`src/rtl/clkmgr_clk_status_grp.sv`:
```
// Clock group status monitor: synchronises per-clock enables, classifies each
// group as all-on / all-off / mixed, debounces status with a programmable filter,
// flags long mixed episodes (sticky err_o) and pulses status_chg_o on transitions.
// Ports: clk_i/rst_ni monitor clock and async active-low reset; ens_i raw
// group-major enables; filter_i stable-cycle count; err_clr_i per-group error clear;
// status_o, status_chg_o, err_o per-group results.

// Two-stage synchroniser for signals arriving from foreign clock domains.
module prim_flop_2sync #(
  parameter int unsigned Width = 16
) (
  input  logic             clk_i,
  input  logic             rst_ni,
  input  logic [Width-1:0] d_i,
  output logic [Width-1:0] q_o
);

  logic [Width-1:0] stage1, stage2;

  always_ff @(posedge clk_i or negedge rst_ni) begin
    if (!rst_ni) begin
      stage1 <= '0;
      stage2 <= '0;
    end else begin
      stage1 <= d_i;
      stage2 <= stage1;
    end
  end

  assign q_o = stage2;

endmodule

module clkmgr_clk_status_grp #(
  parameter int unsigned NumGroups     = 2,
  parameter int unsigned NumClocks     = 4,
  parameter int unsigned MaxFilter     = 15,
  parameter int unsigned TimeoutCycles = 64,
  parameter int unsigned FiltW         = $clog2(MaxFilter + 1),
  parameter int unsigned CntW          =
    $clog2(((MaxFilter > TimeoutCycles) ? MaxFilter : TimeoutCycles) + 1)
) (
  input  logic                           clk_i,
  input  logic                           rst_ni,
  input  logic [NumGroups*NumClocks-1:0] ens_i,
  input  logic [FiltW-1:0]               filter_i,
  input  logic [NumGroups-1:0]           err_clr_i,
  output logic [NumGroups-1:0]           status_o,
  output logic [NumGroups-1:0]           status_chg_o,
  output logic [NumGroups-1:0]           err_o
);

  localparam int unsigned TotalW = NumGroups * NumClocks;
  localparam logic [CntW-1:0] CntMax     = {CntW{1'b1}};
  localparam logic [CntW-1:0] TimeoutThr = CntW'(TimeoutCycles);
  localparam logic [FiltW-1:0] FiltMax   = FiltW'(MaxFilter);

  typedef enum logic [1:0] {
    CLS_OFF = 2'd0,
    CLS_ON  = 2'd1,
    CLS_MIX = 2'd2
  } cls_e;

  logic [TotalW-1:0] ens_sync;

  prim_flop_2sync #(
    .Width(TotalW)
  ) u_ens_sync (
    .clk_i (clk_i),
    .rst_ni(rst_ni),
    .d_i   (ens_i),
    .q_o   (ens_sync)
  );

  // Zero filter means "commit on the first settled cycle"; out-of-range values
  // are clamped so a bad register write cannot stall the monitor.
  logic [CntW-1:0] filt_eff;

  always_comb begin
    filt_eff = CntW'(filter_i);
    if (filter_i == '0) begin
      filt_eff = CntW'(1);
    end else if (filter_i > FiltMax) begin
      filt_eff = CntW'(FiltMax);
    end
  end

  for (genvar g = 0; g < NumGroups; g++) begin : g_grp
    logic [NumClocks-1:0] ens_g;
    cls_e                 cls_d, cls_q;
    logic [CntW-1:0]      cnt_d, cnt_q;
    logic                 status_d, status_q;
    logic                 chg_q, err_q, err_set;

    assign ens_g = ens_sync[g*NumClocks +: NumClocks];

    always_comb begin
      if (&ens_g) begin
        cls_d = CLS_ON;
      end else if (~|ens_g) begin
        cls_d = CLS_OFF;
      end else begin
        cls_d = CLS_MIX;
      end
    end

    // Counts consecutive cycles in the current class; saturation keeps the
    // timeout compare from firing again within one mixed episode.
    always_comb begin
      cnt_d = cnt_q;
      if (cls_d != cls_q) begin
        cnt_d = CntW'(1);
      end else if (cnt_q != CntMax) begin
        cnt_d = cnt_q + CntW'(1);
      end
    end

    always_comb begin
      status_d = status_q;
      if (cnt_d >= filt_eff) begin
        if (cls_d == CLS_ON) begin
          status_d = 1'b1;
        end else if (cls_d == CLS_OFF) begin
          status_d = 1'b0;
        end
      end
    end

    assign err_set = (cls_d == CLS_MIX) && (cnt_d == TimeoutThr);

    always_ff @(posedge clk_i or negedge rst_ni) begin
      if (!rst_ni) begin
        cls_q    <= CLS_OFF;
        cnt_q    <= '0;
        status_q <= 1'b0;
        chg_q    <= 1'b0;
        err_q    <= 1'b0;
      end else begin
        cls_q    <= cls_d;
        cnt_q    <= cnt_d;
        status_q <= status_d;
        chg_q    <= status_d != status_q;
        // A set on the same edge as a clear takes priority.
        if (err_set) begin
          err_q <= 1'b1;
        end else if (err_clr_i[g]) begin
          err_q <= 1'b0;
        end
      end
    end

    assign status_o[g]     = status_q;
    assign status_chg_o[g] = chg_q;
    assign err_o[g]        = err_q;
  end

endmodule

```
`config.mk`:
```
export PLATFORM = sky130hd
export DESIGN_NAME = clkmgr_clk_status_grp
export DESIGN_NICKNAME = d
export VERILOG_FILES = /design/src/rtl/clkmgr_clk_status_grp.sv
export SDC_FILE = /design/constraint.sdc
export NUM_CORES = 1
export LEC_CHECK = 0
export ABC_AREA = 0
export BUFFER_PORTS_ARGS = -buffer_cell sky130_fd_sc_hd__buf_4
export CAP_MARGIN = 20
export CELL_PAD_IN_SITES_DETAIL_PLACEMENT = 1
export CELL_PAD_IN_SITES_GLOBAL_PLACEMENT = 1
export CORE_MARGIN = 10
export CORE_UTILIZATION = 45
export DETAILED_ROUTE_END_ITERATION = 8
export PLACE_DENSITY = 0.77
export SYNTH_ARGS = -nofsm -noshare
export SYNTH_HDL_FRONTEND = slang
export SYNTH_SLANG_ARGS = --single-unit
export TNS_END_PERCENT = 1
```
`constraint.sdc`:
```
create_clock -name clk_i -period 3 [get_ports clk_i]
set_clock_uncertainty 0.05 [all_clocks]
set_input_delay 0 -clock clk_i [delete_from_list [all_inputs] [get_ports clk_i]]
set_output_delay 0 -clock clk_i [all_outputs]
set_load 0.02 [all_outputs]
```
### Yosys cells after proc, flatten, opt, wreduce, memory -nomap -nowiden

Index checks and enable logic that the tools add are counted.

| word-level totals | value |
|---|---|
| input bits | 16 |
| register bits | 40 |
| output and inout bits | 6 |

| operators by class | value |
|---|---|
| multiplexer cells | 20 |
| reductions and logical operators | 11 |
| add/subtract/negate cells | 2 |
| order comparisons | 3 |
| equality and inequality tests | 12 |

Operators with widths:

| operator | count |
|---|---|
| $mux W7 | 5 |
| $add A7 B1 Y7 const B | 2 |
| $eq A7 B7 Y1 const B | 2 |
| $ge A7 B7 Y1 | 2 |
| $ne A7 B7 Y1 const B | 2 |
| $mux W1 | 10 |
| $mux W2 | 4 |
| $reduce_and A4 Y1 | 2 |
| $reduce_or A4 Y1 | 2 |
| $eq A2 B1 Y1 const B | 2 |
| $eq A2 B2 Y1 const B | 2 |
| $gt A4 B4 Y1 const B | 1 |
| $logic_not A2 Y1 | 2 |
| $logic_not A4 Y1 | 1 |
| $mux W4 | 1 |
| $ne A2 B2 Y1 | 2 |
| $reduce_bool A2 Y1 | 2 |
| $logic_and A1 B1 Y1 | 2 |
| $ne A1 B1 Y1 | 2 |

### Depth between registers and ports, before layout

Gate-level depths: netlist of the first run.

| logic depth | value |
|---|---|
| depth after elaboration | 8 |
| mapped depth | 12 |

### Cells and area by module

From an unflattened synthesis of the first run, not the netlist that was laid out.

| second synthesis, totals | value |
|---|---|
| cell total of the unflattened synthesis | 205 |
| area total of the unflattened synthesis | 2154.6 µm² |

Modules (own cells, without submodules):

| module | cells each | instances | area each (µm²) | seq. area each (µm²) |
|---|---|---|---|---|
| clkmgr_clk_status_grp | 189 | 1 | 1754.2 | 600.6 |
| prim_flop_2sync | 16 | 1 | 400.4 | 400.4 |

### Least setup slack after synthesis of the first run

Ideal clock, no wire load.

| timing path | value |
|---|---|
| path kind | register to register |
| from | register g_grp[0].cnt_q[0] |
| to | register g_grp[0].status_q |
| buffers on the path | 1 |
| cell stages (with the launch flop) | 13 |
| clock period less this slack | 2.732 ns |
| data arrival time | 2.561 ns |
| slack | 0.268 ns |
| library setup time | 0.120 ns |
| path through | dfrtp_1 ha_1 and4_4 and3_1 clkbuf_1 nor2_1 mux2i_1 and2_1 ha_1 a21oi_1 o21ai_0 a221o_1 o211a_1 |

| on the way | value |
|---|---|
| word-level cells in the longest chain between the ends | 5 |
| elaborated cells between the ends (all ways) | 6 |
| those cells by class | add/sub (1); order compare (1); eq/ne (1); mux (3) |

Ends and longest elaborated chain:

| what | RTL line | RTL |
|---|---|---|
| start, declared | 91 | `logic [CntW-1:0] cnt_d, cnt_q;` |
| start signal, assigned | 140 | `cnt_q <= cnt_d;` |
| $add A7 B1 Y7 / $ne A7 B7 Y1 (equally long branches) | 114, 113 |  |
| $mux W7 * | 113 | `end else if (cnt_q != CntMax) begin` |
| $mux W7 * | 111 | `if (cls_d != cls_q) begin` |
| net g_grp[0].cnt_d[3] | 91 |  |
| $ge A7 B7 Y1 * | 120 | `if (cnt_d >= filt_eff) begin` |
| $mux W1 * | 120 |  |
| net g_grp[0].status_d | 92 | `logic status_d, status_q;` |
| end signal, assigned | 141 | `status_q <= status_d;` |
| end, declared | 92 |  |

The timed path passes the listed nets; every way through them passes the cells marked *.
A chain may end at the register's enable or synchronous reset.

### Worst setup path in the final report of the first run

| timing path | value |
|---|---|
| from | register u_ens_sync.stage2[3], in the netlist u_ens_sync.q_o[3] |
| to | register g_grp[0].status_q |

| on the way | value |
|---|---|
| word-level cells in the longest chain between the ends | 7 |
| elaborated cells between the ends (all ways) | 12 |
| those cells by class | order compare (1); eq/ne (2); mux (6); reduce/logical (3) |

Ends and longest elaborated chain:

| what | RTL line | RTL |
|---|---|---|
| start, declared | 18 | `logic [Width-1:0] stage1, stage2;` |
| start signal, assigned | 26 | `stage2 <= stage1;` |
| $reduce_or A4 Y1 | 100 | `end else if (~\|ens_g) begin` |
| $mux W2 | 100 |  |
| $mux W2 * | 98 | `if (&ens_g) begin` |
| $ne A2 B2 Y1 / $logic_not A2 Y1 (equally long branches) | 111, 123 |  |
| $mux W7 / $mux W1 (equally long branches) | 111, 123 |  |
| $ge A7 B7 Y1 / $mux W1 (equally long branches) | 120, 121 |  |
| $mux W1 * | 120 |  |
| net g_grp[0].status_d | 92 |  |

Marked as above.

==> reports/results.txt, run 1 <==
status = complete, no violations
Pwr Total = 1670 uW
Crit Path Max Fanout = 7
post-synthesis cell area = 0.00203 mm^2
fmax = 0.343 GHz
Reg clk slew, reported paths = 80 ps
Tcrit/Tclk final = 97.2%
syn avg cell area = 10.2 um^2
Total Nets Final = 254
Worst Reg-to-Reg Cells = 10
largest net degree at the start of global routing = 41
mux cell area share after synthesis = 2.46%
routability cong. = 0.842
Post-synth EDFFs = 0
Area growth syn-to-layout = 20.7%
Post-CTS Setup Inserts = 0
Tightest Hold Check Type = input pin to asynchronous set/reset pin
placed instance area = 0.00220 mm^2
vias per cell = 5.72
row cnt = 24
DP HPWL = 3.69 mm
post-synth top area cell = dfrtp_1
Initial Util = 46.7%
vias in the first global route = 1769
CTS buffer count = 5
FF-to-FF End = g_grp[0].status_q
combinational family with the most area after synthesis = simple AND/OR/NAND/NOR gates
DRT antenna net count = 0
first-pass GRT wire length = 8.49 mm
CTS Root Cell = clkbuf_8
DIE HEIGHT = 87.2 um
Design Area, Final = 0.00245 mm^2
Port-buffer cells = 21
sequential share of the synthesized area = 49.2%
startpoint type of the worst setup path = flip-flop
top cells by area, synth = dfrtp_1, ha_1, nor2_1
CTS tree = built
compound-cell area share of the yosys netlist = 17.5%
post-synthesis cell type count = 49
PwrDens = 682 mW/mm^2
First-pass DRT Iterations = 4
min cycle time layout = 2920 ps
Num Clock Sinks = 40
ys async rst share = 100%
worst path arrival time = 3050 ps
Cells after Synth = 199
Syn Nets = 225
Die Area = 0.00761 mm^2
final wirelength = 5.06 mm
Total GRT Usage = 13.9%
FILL cells = 467
Post-Synth XOR/XNOR Area = 1.29%
Post-Synth Simple-Gate Area = 18.0%
top-area cell type share of the netlist area = 49.2%
Detailed Route Iter0 Violations = 63
flops & latches, synth = 40
peak supply drop = 0.000391 V
DRC Markers = 0
antenna violations before repair = 0
FF-to-FF setup slack = 80 ps
adder-cell share of the synthesized area = 6.15%
H-tree levels = 2
P_leak = 0.00112 uW
Die W = 87.2 um
Max Root-Sink Buffers = 2
number of diodes = 0
# setup viols final = 0
CP Capture Type = flip-flop
CP required = 3130 ps
fraction of layout cells with a size suffix above 1 = 21.4%
MaxCap Viol Count = 0
Core Region = 0.00435 mm^2
worst skew pair latency = 290 ps
gr ovfl total = 0
RSZ-0062 raised after global routing = yes
Post-synth top flop = dfrtp_1
Hold Fails Final Rpt = 0
Worst-Margin Slew = 676 ps
drt wl/cell = 18.0 um
fin. max-slew vios = 0
IO Pins = 22
critical path class = flip-flop to flip-flop
reg2reg start = u_ens_sync.q_o[3]
via count = 1608
relative slew slack = 54.5%
fin util = 56.4%
Ys Warns = 0
[layout make-up]
type	instances	area, um^2	area share [%]
flip-flops and latches	40	1000	40.9
repair buffers	34	283	11.5
inverters	9	33.8	1.38
well taps	52	65.1	2.65
multi-input cells	138	946	38.6
clock buffers	6	82.6	3.37
clock inverters	2	38.8	1.58
[registers in the layout (all words and copies together) (netlist names)]
name               cells
g_grp.cnt_q           14
u_ens_sync.q_o         8
u_ens_sync.stage1      8
g_grp.cls_q            4
g_grp.chg_q            2
g_grp.err_q            2
g_grp.status_q         2
[worst max path at each step]
stage                   endpoint               from  depth (start not counted)  slack (ps)
4_1_cts        g_grp[0].status_q  u_ens_sync.q_o[3]                         10          60
2_1_floorplan  g_grp[0].status_q  g_grp[0].cnt_q[0]                         12         270
3_3_place_gp   g_grp[0].status_q  g_grp[0].cnt_q[0]                         11         200
3_5_place_dp   g_grp[0].status_q  g_grp[0].cnt_q[0]                         11         -30
5_1_grt        g_grp[0].status_q  u_ens_sync.q_o[3]                         10         -20
6_report       g_grp[0].status_q  u_ens_sync.q_o[3]                         10          80
[power breakdown]
part	total (uW)	switching (uW)	leakage (uW)	internal, uW
clock network	468	196	0.0000614	272
registers	710	97.6	0.000490	613
logic	496	278	0.000567	218
total	1670	572	0.00112	1100
[kinds of logic (layout without fill, tap and decap cells)]
group,count (synthesis),after routing
AOI/OAI and AO/OA,48,48
adders and majority gates,10,10
DFF,40,40
and+or+nand+nor,72,72
xor gates and xnor gates,3,3
muxes,5,5
buffers and inverters,21,51
[repair_timing]
| item | in CTS | in global routing |
|---|---|---|
| hold buffers | 11 | 0 |
| endpoints found under the hold margin | 50 | 0 |
| pin swaps | 0 | 2 |
| gates resized for setup | 2 | 9 |
| endpoints found under the setup margin | 1 | 3 |
[through the flow]
| stage | hold WS (ps) | TNS [ps] | setup WS (ps) | std cells |
|---|---|---|---|---|
| detailed placement | -38.1 | -26.0 | -26.0 | 262 |
| finish | 167 | 0 | 84.2 | 281 |
| global placement | -51.2 | 0 | 196 | 262 |
| global route | 214 | -15.7 | -15.7 | 281 |
| floorplan | -346 | 0 | 268 | 199 |
| CTS | 180 | 0 | 56.6 | 281 |
[Yosys cell counts (3+ instances only)]
library cell  number
ha_1              10
nand2b_1           6
nand4_1            3
nor2_1            20
o31ai_1            3
a21oi_1           11
inv_1              9
buf_4              6
a211oi_1           4
and3_1             3
nand2_1           16
o21ai_0            5
mux2i_1            5
nor3_1             6
clkbuf_1           5
o22ai_1            3
dfrtp_1           40
nand3_1            3
[worst max-delay path, cell delays in order (launching register included)]
cell and delay (ps):
dfrtp_1 440, or4_1 540, a211oi_2 270, a211oi_2 150, nor2_1 180, ha_1 260, nand2b_1 150, a21oi_1 180
o21ai_2 110, a221o_1 370, o211a_1 110
[per-layer routing]
layer / part of all wire, % / global-route usage [%] / vias to the layer above
li1: - / - / 777
met1: 41 / 15.2 / 807
met2: 56 / 25.6 / 18
met3: 2.7 / 3.56 / 6
met4: 0.81 / 4.20 / 0
met5: 0 / 0 / -
[placed cells by master, fill, tap and decap left out, types with 3 or more instances in the layout]
cell type / synthesis / routed
a211oi_1: 4 / 3
nand3_1: 3 / 3
buf_4: 6 / 23
clkbuf_8: 0 / 6
a21oi_1: 11 / 11
nor3_1: 6 / 6
dlygate4sd3_1: 0 / 11
dfrtp_1: 40 / 37
a211oi_2: 2 / 3
o31ai_1: 3 / 3
nor2_1: 20 / 20
inv_1: 9 / 9
dfrtp_2: 0 / 3
ha_1: 10 / 9
nand2_1: 16 / 16
o21ai_0: 5 / 4
nand2b_1: 6 / 6
o22ai_1: 3 / 3
mux2i_1: 5 / 5
nand4_1: 3 / 3
No activity file was read; power rests on OpenSTA's default activity.
==> run 2: changes to the inputs <==
--- a/config.mk
+++ b/config.mk
@@ -13,7 +13,7 @@
 export CORE_MARGIN = 10
 export CORE_UTILIZATION = 45
 export DETAILED_ROUTE_END_ITERATION = 8
-export PLACE_DENSITY = 0.77
+export PLACE_DENSITY = 0.79
 export SYNTH_ARGS = -nofsm -noshare
 export SYNTH_HDL_FRONTEND = slang
 export SYNTH_SLANG_ARGS = --single-unit
==> run 2 against run 1 <==
Against the previous run: global-route usage is 0.62 points lower; flip-flop and latch count stayed put; first-iteration DRC count is 48% higher; setup slack better by 91 ps; maximum frequency is 3.2% higher; non-clock buffer count stayed put; sequential share of layout area is 0.18 points lower; combinational power is 2% lower; worst hold slack worse by 3.4 ps; core utilization is 0.17 points higher; final area is 0.31% higher; critical path depth stayed put; critical endpoint unchanged.
==> reports/results.txt, run 2 (synthesis results as in run 1) <==
Core Region = 0.00435 mm^2 (unchanged)
power share of the clock group = 28.0% (about the same)
status = complete, no violations
Num Clock Sinks = 40 (unchanged)
FF-to-FF setup slack = 170 ps (+90 ps)
Detailed Route Iter0 Violations = 93 (+48%)
setup TNS = 0 ps (unchanged)
part of the power in combinational logic = 29.2% (-0.4 points)
worst skew pair latency = 290 ps (about the same)
DRC Markers = 0 (unchanged)
CP Capture Type = flip-flop
most frequent cells in the layout = dfrtp_1, buf_4, nor2_1, nand2_1
vias in the first global route = 1755 (-0.79%)
Top reg by flops = g_grp.cnt_q
Reg power frac = 42.8% (+0.4 points)
relative slew slack = 57.0% (+2.5 points)
Tcrit/Tclk final = 94.2% (-3.0 points)
PwrDens = 675 mW/mm^2 (-1.0%)
number of diodes = 0 (unchanged)
critical path launch point = u_ens_sync.q_o[3]
gr ovfl total = 0 (unchanged)
min cycle time layout = 2830 ps (-90.6 ps)
DRT antenna net count = 0 (unchanged)
Worst Reg-to-Reg Cells = 10 (unchanged)
startpoint type of the worst setup path = flip-flop
DP HPWL = 3.46 mm (-6.2%)
NetSw = 565 uW (-1.1%)
DIE HEIGHT = 87.2 um (unchanged)
Pwr Total = 1660 uW (-0.69%)
FF-to-FF End = g_grp[0].status_q
routability cong. = 0.873 (+3.7%)
Tightest Hold Check Type = input pin to asynchronous set/reset pin
MaxCap Viol Count = 0 (unchanged)
fraction of layout cells with a size suffix above 1 = 21.0% (-0.44 points)
peak supply drop = 0.000314 V (-20%)
IO Pins = 22 (unchanged)
Hold Fails Final Rpt = 0 (unchanged)
Die W = 87.2 um (unchanged)
via count = 1624 (+1.0%)
CP required = 3130 ps (about the same)
Max Root-Sink Buffers = 2 (unchanged)
Cell Int Power = 1100 uW (-0.50%)
Area growth syn-to-layout = 21.0%
final wirelength = 4.86 mm (-3.9%)
fin. max-slew vios = 0 (unchanged)
reg2reg start = u_ens_sync.q_o[3]
RSZ-0062 raised after global routing = no
fin util = 56.5% (+0.17 points)
Die Area = 0.00761 mm^2 (unchanged)
Initial Util = 46.7% (unchanged)
worst setup margin = 175 ps (+90.6 ps)
Port-buffer cells = 21 (unchanged)
Post-CTS Setup Inserts = 0 (unchanged)
critical path class = flip-flop to flip-flop
most common cell after layout, fill and taps aside = dfrtp_1
largest net degree at the start of global routing = 41 (unchanged)
Worst-Margin Slew = 642 ps (-34.8 ps)
First-pass DRT Iterations = 4 (unchanged)
max reg flops = 14 (unchanged)
CTS tree = built
Crit Path Max Fanout = 7 (unchanged)
antenna violations before repair = 0 (unchanged)
Total Nets Final = 254 (unchanged)
vias per cell = 5.78 (+1.0%)
worst path arrival time = 2960 ps (-90 ps)
CTS Root Cell = clkbuf_8
drt wl/cell = 17.3 um (-3.9%)
fmax = 0.354 GHz (+3.2%)
# setup viols final = 0 (unchanged)
first-pass GRT wire length = 8.25 mm (-2.8%)
pre-CTS setup slack = 14.0 ps (+40.0 ps)
H-tree levels = 2 (unchanged)
Total GRT Usage = 13.3% (-0.62 points)
switching share of power = 34.0% (-0.13 points)
Reg clk slew, reported paths = 80 ps (about the same)
row cnt = 24 (unchanged)
P_leak = 0.00112 uW (+0.13%)
CTS buffer count = 5 (unchanged)
## run 2: routing by layer
metal | global-route usage, % | part of all wire, % | vias up
li1 | - | - | 770
met5 | 0 | 0 | -
met1 | 15.0 | 41 | 830
met3 | 3.56 | 2.7 | 6
met4 | 3.48 | 1.1 | 0
met2 | 24.0 | 55 | 18
## run 2: stage by stage
| step | cells | hold WS, ps | area [um^2] |
|---|---|---|---|
| finish | 281 | 164 | 2460 |
| global route | 281 | 206 | 2460 |
| CTS | 281 | 179 | 2430 |
| detailed placement | 262 | -43.2 | 2200 |
| global placement | 262 | -50.5 | 2200 |
| floorplan | 199 | -346 | 2030 |
## run 2: power by group through the flow
stage | Sequential (uW) | Combinational [uW] | Clock (uW)
after global routing | 725 | 558 | 500
after global placement | 706 | 424 | 0
after floorplan | 687 | 336 | 0
final | 712 | 485 | 465
after CTS | 707 | 472 | 477
after detailed placement | 715 | 448 | 0
## run 2: final cells by class
class | instances | area, um^2
clock buffers | 6 | 82.6
clock inverters | 2 | 38.8
well taps | 52 | 65.1
multi-input cells | 138 | 955
inverters | 9 | 33.8
repair buffers | 34 | 283
fillers | 477 | 1890
flip-flops and latches | 40 | 1000
## run 2: worst max path at each step
stage	slack [ps]	end
global placement	200	g_grp[0].status_q
floorplan	270	g_grp[0].status_q
CTS	50	g_grp[0].status_q
finish	170	g_grp[0].status_q
detailed placement	10	g_grp[0].status_q
global route	8	g_grp[1].chg_q
## run 2: repair_timing
item / 4_1_cts / 5_1_grt
gates cloned: 0 / 0
hold buffers: 11 / 0
gates resized for setup: 1 / 10
hold endpoints to repair: 50 / 0
pin swaps: 0 / 2
setup endpoints to repair: 1 / 3
## run 2: critical path: stages (launching register included)
cell      delay (ps)
dfrtp_2          440
or4_4            530
a211oi_4         310
a211oi_4         110
nor2_2           140
ha_1             230
nand2b_1         130
a21oi_1          180
o21ai_2          110
a221o_1          360
o211a_1          110
